<file path="src/rtl/cim_core_reg_arbiter_if.sv">
// Requester-side and register-bus signals of cim_core_reg_arbiter.
// slave = arbiter view, master = view of the requesters/register file side.
interface cim_core_reg_arbiter_if #(
  parameter int unsigned NUM_REQ    = 4,
  parameter int unsigned ADDR_WIDTH = 32,
  parameter int unsigned DATA_WIDTH = 32
);
  localparam int unsigned STRB_WIDTH = DATA_WIDTH / 8;

  logic [NUM_REQ-1:0]            req_valid_i;
  logic [NUM_REQ-1:0]            req_write_i;
  logic [NUM_REQ*ADDR_WIDTH-1:0] req_addr_i;
  logic [NUM_REQ*DATA_WIDTH-1:0] req_wdata_i;
  logic [NUM_REQ*STRB_WIDTH-1:0] req_wstrb_i;
  logic [NUM_REQ-1:0]            req_ready_o;
  logic [DATA_WIDTH-1:0]         req_rdata_o;
  logic                          req_error_o;

  logic                          out_valid_o;
  logic                          out_write_o;
  logic [ADDR_WIDTH-1:0]         out_addr_o;
  logic [DATA_WIDTH-1:0]         out_wdata_o;
  logic [STRB_WIDTH-1:0]         out_wstrb_o;
  logic                          out_ready_i;
  logic [DATA_WIDTH-1:0]         out_rdata_i;
  logic                          out_error_i;

  logic [NUM_REQ-1:0]            grant_o;
  logic                          busy_o;
  logic                          timeout_o;

  modport slave (
    input  req_valid_i, req_write_i, req_addr_i, req_wdata_i, req_wstrb_i,
    output req_ready_o, req_rdata_o, req_error_o,
    output out_valid_o, out_write_o, out_addr_o, out_wdata_o, out_wstrb_o,
    input  out_ready_i, out_rdata_i, out_error_i,
    output grant_o, busy_o, timeout_o
  );

  modport master (
    output req_valid_i, req_write_i, req_addr_i, req_wdata_i, req_wstrb_i,
    input  req_ready_o, req_rdata_o, req_error_o,
    input  out_valid_o, out_write_o, out_addr_o, out_wdata_o, out_wstrb_o,
    output out_ready_i, out_rdata_i, out_error_i,
    input  grant_o, busy_o, timeout_o
  );
endinterface

</file>
<file path="src/rtl/cim_core_reg_arbiter.sv">
// Round-robin arbiter for the CIM core register bus; grant held for one full transfer.
// Optional watchdog enabled by defining CIM_REG_ARB_TIMEOUT_EN.
module cim_core_reg_arbiter #(
  parameter int unsigned NUM_REQ        = 4,
  parameter int unsigned ADDR_WIDTH     = 32,
  parameter int unsigned DATA_WIDTH     = 32,
  parameter int unsigned TIMEOUT_CYCLES = 1024
) (
  input logic                   clk_i,
  input logic                   rst_ni,
  cim_core_reg_arbiter_if.slave bus
);
  localparam int unsigned STRB_WIDTH = DATA_WIDTH / 8;
  localparam int unsigned IDX_W      = $clog2(NUM_REQ);

  typedef enum logic {S_IDLE, S_BUSY} state_t;

  state_t             r_state;
  logic [IDX_W-1:0]   r_rr_ptr;
  logic [IDX_W-1:0]   r_gidx;
  logic [NUM_REQ-1:0] r_grant;

  logic [ADDR_WIDTH-1:0] w_addr_a  [NUM_REQ];
  logic [DATA_WIDTH-1:0] w_wdata_a [NUM_REQ];
  logic [STRB_WIDTH-1:0] w_wstrb_a [NUM_REQ];

  logic             w_busy, w_gvalid, w_gwrite, w_ack, w_timeout, w_done, w_any;
  logic [IDX_W-1:0] w_win, w_idx, w_next;

  for (genvar gi = 0; gi < NUM_REQ; gi++) begin : g_unpack
    assign w_addr_a[gi]  = bus.req_addr_i[gi*ADDR_WIDTH +: ADDR_WIDTH];
    assign w_wdata_a[gi] = bus.req_wdata_i[gi*DATA_WIDTH +: DATA_WIDTH];
    assign w_wstrb_a[gi] = bus.req_wstrb_i[gi*STRB_WIDTH +: STRB_WIDTH];
  end

  // First valid requester at or after the round-robin pointer, wrapping.
  always_comb begin
    w_any = 1'b0;
    w_win = '0;
    w_idx = '0;
    for (int unsigned k = 0; k < NUM_REQ; k++) begin
      w_idx = IDX_W'((32'(r_rr_ptr) + k) % NUM_REQ);
      if (!w_any && bus.req_valid_i[w_idx]) begin
        w_any = 1'b1;
        w_win = w_idx;
      end
    end
  end

  assign w_busy   = (r_state == S_BUSY);
  assign w_gvalid = w_busy & bus.req_valid_i[r_gidx];
  assign w_gwrite = bus.req_write_i[r_gidx];
  assign w_ack    = w_gvalid & bus.out_ready_i;
  assign w_done   = w_ack | w_timeout;
  assign w_next   = (r_gidx == IDX_W'(NUM_REQ - 1)) ? '0 : r_gidx + 1'b1;

`ifdef CIM_REG_ARB_TIMEOUT_EN
  localparam int unsigned CNT_W = $clog2(TIMEOUT_CYCLES);
  logic [CNT_W-1:0] r_cnt;
  // An ack in the expiry cycle wins over the watchdog.
  assign w_timeout = w_gvalid & ~bus.out_ready_i & (r_cnt == CNT_W'(TIMEOUT_CYCLES - 1));
`else
  logic w_unused_cfg;
  assign w_unused_cfg = (TIMEOUT_CYCLES > 1);
  assign w_timeout    = 1'b0;
`endif

  always_ff @(posedge clk_i or negedge rst_ni) begin
    if (!rst_ni) begin
      r_state  <= S_IDLE;
      r_rr_ptr <= '0;
      r_gidx   <= '0;
      r_grant  <= '0;
`ifdef CIM_REG_ARB_TIMEOUT_EN
      r_cnt    <= '0;
`endif
    end else begin
      case (r_state)
        S_IDLE: begin
          if (w_any) begin
            r_state <= S_BUSY;
            r_gidx  <= w_win;
            r_grant <= NUM_REQ'(1) << w_win;
`ifdef CIM_REG_ARB_TIMEOUT_EN
            r_cnt   <= '0;
`endif
          end
        end
        S_BUSY: begin
          if (w_done) begin
            r_state  <= S_IDLE;
            r_grant  <= '0;
            r_rr_ptr <= w_next;
          end else if (!w_gvalid) begin
            // Requester withdrew mid-transfer: abandon without advancing the pointer.
            r_state <= S_IDLE;
            r_grant <= '0;
          end
`ifdef CIM_REG_ARB_TIMEOUT_EN
          else begin
            r_cnt <= r_cnt + 1'b1;
          end
`endif
        end
        default: r_state <= S_IDLE;
      endcase
    end
  end

  assign bus.out_valid_o = w_gvalid;
  assign bus.out_write_o = w_busy & w_gwrite;
  assign bus.out_addr_o  = w_busy ? w_addr_a[r_gidx]  : '0;
  assign bus.out_wdata_o = w_busy ? w_wdata_a[r_gidx] : '0;
  assign bus.out_wstrb_o = w_busy ? w_wstrb_a[r_gidx] : '0;

  assign bus.req_ready_o = w_done ? r_grant : '0;
  assign bus.req_rdata_o = (w_ack && !w_gwrite) ? bus.out_rdata_i : '0;
  assign bus.req_error_o = w_ack ? bus.out_error_i : w_timeout;

  assign bus.grant_o   = r_grant;
  assign bus.busy_o    = w_busy;
  assign bus.timeout_o = w_timeout;
endmodule

</file>
<file path="src/flat_wrapper.sv">
// flat-port wrapper written by rule: the top's interface ports become plain ports
module cim_core_reg_arbiter_flat 
#(
  parameter int unsigned NUM_REQ        = 4,
  parameter int unsigned ADDR_WIDTH     = 32,
  parameter int unsigned DATA_WIDTH     = 32,
  parameter int unsigned TIMEOUT_CYCLES = 1024
)
  (clk_i, rst_ni, bus_req_valid_i, bus_req_write_i, bus_req_addr_i, bus_req_wdata_i, bus_req_wstrb_i, bus_req_ready_o, bus_req_rdata_o, bus_req_error_o, bus_out_valid_o, bus_out_write_o, bus_out_addr_o, bus_out_wdata_o, bus_out_wstrb_o, bus_out_ready_i, bus_out_rdata_i, bus_out_error_i, bus_grant_o, bus_busy_o, bus_timeout_o);
  cim_core_reg_arbiter_if #(.NUM_REQ(NUM_REQ), .ADDR_WIDTH(ADDR_WIDTH), .DATA_WIDTH(DATA_WIDTH)) bus_i ();
  input logic clk_i;
  input logic rst_ni;
  input wire logic [$bits(bus_i.req_valid_i)-1:0] bus_req_valid_i;
  input wire logic [$bits(bus_i.req_write_i)-1:0] bus_req_write_i;
  input wire logic [$bits(bus_i.req_addr_i)-1:0] bus_req_addr_i;
  input wire logic [$bits(bus_i.req_wdata_i)-1:0] bus_req_wdata_i;
  input wire logic [$bits(bus_i.req_wstrb_i)-1:0] bus_req_wstrb_i;
  output wire logic [$bits(bus_i.req_ready_o)-1:0] bus_req_ready_o;
  output wire logic [$bits(bus_i.req_rdata_o)-1:0] bus_req_rdata_o;
  output wire logic [$bits(bus_i.req_error_o)-1:0] bus_req_error_o;
  output wire logic [$bits(bus_i.out_valid_o)-1:0] bus_out_valid_o;
  output wire logic [$bits(bus_i.out_write_o)-1:0] bus_out_write_o;
  output wire logic [$bits(bus_i.out_addr_o)-1:0] bus_out_addr_o;
  output wire logic [$bits(bus_i.out_wdata_o)-1:0] bus_out_wdata_o;
  output wire logic [$bits(bus_i.out_wstrb_o)-1:0] bus_out_wstrb_o;
  input wire logic [$bits(bus_i.out_ready_i)-1:0] bus_out_ready_i;
  input wire logic [$bits(bus_i.out_rdata_i)-1:0] bus_out_rdata_i;
  input wire logic [$bits(bus_i.out_error_i)-1:0] bus_out_error_i;
  output wire logic [$bits(bus_i.grant_o)-1:0] bus_grant_o;
  output wire logic [$bits(bus_i.busy_o)-1:0] bus_busy_o;
  output wire logic [$bits(bus_i.timeout_o)-1:0] bus_timeout_o;
  assign bus_i.req_valid_i = bus_req_valid_i;
  assign bus_i.req_write_i = bus_req_write_i;
  assign bus_i.req_addr_i = bus_req_addr_i;
  assign bus_i.req_wdata_i = bus_req_wdata_i;
  assign bus_i.req_wstrb_i = bus_req_wstrb_i;
  assign bus_req_ready_o = bus_i.req_ready_o;
  assign bus_req_rdata_o = bus_i.req_rdata_o;
  assign bus_req_error_o = bus_i.req_error_o;
  assign bus_out_valid_o = bus_i.out_valid_o;
  assign bus_out_write_o = bus_i.out_write_o;
  assign bus_out_addr_o = bus_i.out_addr_o;
  assign bus_out_wdata_o = bus_i.out_wdata_o;
  assign bus_out_wstrb_o = bus_i.out_wstrb_o;
  assign bus_i.out_ready_i = bus_out_ready_i;
  assign bus_i.out_rdata_i = bus_out_rdata_i;
  assign bus_i.out_error_i = bus_out_error_i;
  assign bus_grant_o = bus_i.grant_o;
  assign bus_busy_o = bus_i.busy_o;
  assign bus_timeout_o = bus_i.timeout_o;
  cim_core_reg_arbiter #(.NUM_REQ(NUM_REQ), .ADDR_WIDTH(ADDR_WIDTH), .DATA_WIDTH(DATA_WIDTH), .TIMEOUT_CYCLES(TIMEOUT_CYCLES)) u_core (.clk_i(clk_i), .rst_ni(rst_ni), .bus(bus_i));
endmodule
</file>
<file path="config.mk">
export PLATFORM = sky130hd
export DESIGN_NAME = cim_core_reg_arbiter_flat
export DESIGN_NICKNAME = d
export VERILOG_FILES = /design/src/rtl/cim_core_reg_arbiter_if.sv /design/src/rtl/cim_core_reg_arbiter.sv /design/src/flat_wrapper.sv
export SDC_FILE = /design/constraint.sdc
export NUM_CORES = 1
export LEC_CHECK = 0
export ABC_AREA = 1
export CAP_MARGIN = 10
export CORE_AREA = 5 5 163 165
export DETAILED_ROUTE_END_ITERATION = 16
export DIE_AREA = 0 0 168 170
export PLACE_DENSITY = 0.53
export SLEW_MARGIN = 20
export SYNTH_ARGS = -nofsm -noshare
export SYNTH_HDL_FRONTEND = slang
export SYNTH_SLANG_ARGS = --single-unit
</file>
<file path="constraint.sdc">
create_clock -name clk_i -period 5.6 [get_ports clk_i]
set_clock_uncertainty 0.15 [all_clocks]
set_input_delay 1.12 -clock clk_i [delete_from_list [all_inputs] [get_ports clk_i]]
set_output_delay 1.12 -clock clk_i [all_outputs]
set_load 0.01 [all_outputs]
</file>
==> impl_metrics.env <==
export IMPL_status="finished clean"
export IMPL_cp_cell_sequence="clkdlybuf4s50_1 > inv_1 > a21oi_1 > o21ai_0 > a21oi_4 > nand3_4 > nor2_1 > clkdlybuf4s50_1"
export IMPL_yosys_mux_area_fraction=0
export IMPL_post_cts_buffers=0
export IMPL_synth_xor_area_frac=0
export IMPL_wl_per_cell_um=16.2
export IMPL_coreArea_um2=24900
export IMPL_numPortBuffers=427
export IMPL_required_ps=4330
export IMPL_drc=0
export IMPL_timing_final_ws_setup_ps=867
export IMPL_hold_viol_final=0
export IMPL_fin_tns_setup_ps=0
export IMPL_synth_top_area_cell="nor2_1"
export IMPL_fill_cells=2779
export IMPL_grt_usage=0.146
export IMPL_synth_top_family_by_area="simple AND/OR/NAND/NOR gates"
export IMPL_yosys_area_share_simple=0.466
export IMPL_drive_above_1_share=0.0612
export IMPL_min_path_type="reg2reg"
export IMPL_antenna_cells=0
export IMPL_dp_hpwl_mm=18.7
export IMPL_synth_compound_area_frac=0.329
export IMPL_clkPwrFrac=0.040
export IMPL_clk_pin_slew_ps=40
export IMPL_comb_power_share=0.899
export IMPL_syn_nets=1049
export IMPL_swShare=0.538
export IMPL_grt_pass1_wl_mm=33.5
export IMPL_worst_pin_slew_ps=906
export IMPL_synth_cell_types=33
export IMPL_cts_root_buffer="clkbuf_16"
export IMPL_post_dp_cell_area_um2=7990
export IMPL_ant_nets=0
export IMPL_internal_power_mw=1.49
export IMPL_clk_latency_ps=240
export IMPL_critPathSlowestCell="clkdlybuf4s50_1"
export IMPL_maxCapViolCount=0
export IMPL_fp_dieH_um=170
export IMPL_drt_iter0_drc=271
export IMPL_first_pass_iters=4
export IMPL_slowest_delay_ps=560
export IMPL_antenna_found_initial=1
export IMPL_ctsResizeCount=0
export IMPL_arrival_ps=3460
export IMPL_clock_path_buffers=2
export IMPL_hold_slack_ps=379
export IMPL_area_delta_synth_final_pct=130
export IMPL_grt_pass1_vias=5744
export IMPL_grt_overflow=0
export IMPL_netlist_area_um2=3500
export IMPL_synth_top_area_frac=0.303
export IMPL_path_buf_inv=3
export IMPL_critical_path_class="in2out"
export IMPL_cts_buffers=3
export IMPL_totalWireLength_mm=23.4
export IMPL_io_pins=429
export IMPL_cts_htree_levels=1
export IMPL_multi_input_area_um2=2800
export IMPL_ys_warn_count=0
export IMPL_syn_inst=732
export IMPL_start_util=0.141
export IMPL_p_seq_frac=0.061
export IMPL_nNetsFinal=1430
export IMPL_vias_per_cell=4.14
export IMPL_crit_family="buffers and inverters"
export IMPL_die_area_um2=28600
export IMPL_synth_area_leaders="nor2_1 30%, o21ai_0 19%, a21oi_1 10%"
export IMPL_route_vias_total=5965
export IMPL_peakVddDrop_v=0.000237
export IMPL_period_share=0.845
export IMPL_cpMostUsedCell="clkdlybuf4s50_1"
export IMPL_final_max_slew_viol_count=0
export IMPL_power_switching_mw=1.73
export IMPL_ys_ff_latch=9
export IMPL_start_kind="input pin"
export IMPL_cts_tree="done"
export IMPL_grt_max_degree=86
export IMPL_fp_dieW_um=168
export IMPL_fmax_mhz=211
export IMPL_ff_latch_area_um2=230
export IMPL_relSlewSlack=0.396
export IMPL_powerDensity_nw_per_um2=399
export IMPL_cts_sinks=9
export IMPL_pre_cts_ws_ps=864
export IMPL_p_leak_nw=3.18
export IMPL_hold_buffers=0
export IMPL_avgSynthCellArea_um2=4.78
export IMPL_fin_cells=1442
export IMPL_fin_crit_ps=4730
export IMPL_ys_seq_area_frac=0.0643
export IMPL_path_max_fanout=32
export IMPL_finalWeightedCongestion=0.853
export IMPL_setup_viol=0
export IMPL_rows=58
export IMPL_design_area_um2=8070
export IMPL_rsz0062_at_grt="false"
export IMPL_endpoint_kind="output pin"
export IMPL_synth_fa_ha_area_frac=0.00357
export IMPL_place_inst=1438
## Yosys cell counts, drive strengths merged
cell type / number
nand3b: 3
inv: 52
a31oi: 1
conb: 1
ha: 1
o21ai: 143
o211ai: 1
nand4: 2
nand2: 60
a32o: 1
dfrtp: 9
a21oi: 74
nor2: 314
clkbuf: 29
nand3: 10
o31ai: 1
buf: 30
## power by group through the flow
| stage | registers [mW] | clock network [mW] | logic [mW] |
|---|---|---|---|
| global route | 0.209 | 0.134 | 3.19 |
| CTS | 0.200 | 0.129 | 2.93 |
| detailed placement | 0.201 | 0 | 2.91 |
| finish | 0.197 | 0.129 | 2.89 |
| floorplan | 0.119 | 0 | 1.64 |
| global placement | 0.201 | 0 | 2.92 |
## layer usage
| layer | GRT usage | up-vias | wire (µm) |
|---|---|---|---|
| met5 | 0 | - | 20 |
| met4 | 0.0208 | 2 | 278 |
| met3 | 0.0346 | 19 | 1820 |
| met2 | 0.266 | 254 | 11600 |
| met1 | 0.178 | 2599 | 9660 |
| li1 | - | 3091 | - |
## kinds of logic (layout without fill, tap and decap cells)
group / after synthesis / after routing
compound gates: 221 / 221
buf+inv: 111 / 491
simple gates: 389 / 389
fa+ha+maj: 1 / 1
flops: 9 / 9
other cells: 1 / 1
## cell type report
type | count | share of cell area
multi-input cells | 612 | 0.347
well taps | 330 | 0.0512
flip-flops and latches | 9 | 0.0285
clock buffers | 3 | 0.00931
clock inverters | 1 | 0.000620
inverters | 52 | 0.0243
repair buffers | 435 | 0.539
## placed cells by master, fill, tap and decap left out, types with 8 or more instances in the layout
cell,n
a21oi_1,72
clkdlybuf4s50_1,427
inv_1,44
nand2_1,53
nand3_1,8
nor2_1,283
nor2_2,30
o21ai_0,136
## registers in the layout, summed over array words and instances (netlist names)
signal / count
u_core.bus.busy_o: 1
u_core.bus.grant_o: 4
u_core.r_gidx: 2
u_core.r_rr_ptr: 2
## worst paths after layout
kind	from	endpoint	slack (ps)	cells after the start
max in group asynchronous	rst_ni	u_core.r_gidx[0]	3930	1
min in group asynchronous	rst_ni	u_core.bus.grant_o[2]	1040	1
min reg2reg	u_core.bus.grant_o[0]	u_core.bus.grant_o[0]	380	2
max	bus_req_valid_i[1]	bus_req_rdata_o[0]	870	8
min	u_core.bus.grant_o[0]	u_core.bus.grant_o[0]	380	2
max reg2reg	u_core.r_gidx[0]	u_core.bus.grant_o[2]	3050	8
## stage by stage
stage	utilization	power (mW)
after detailed placement	0.321	3.11
after floorplan	-	1.76
after global routing	0.324	3.53
after global placement	0.321	3.12
final	0.324	3.22
after CTS	0.324	3.26
## worst min-delay path: stages, from the launching register on
cell,delay [ps]
dfrtp_1,370
nand2_1,70
nand2_1,50
No activity file was read; power rests on OpenSTA's default activity.
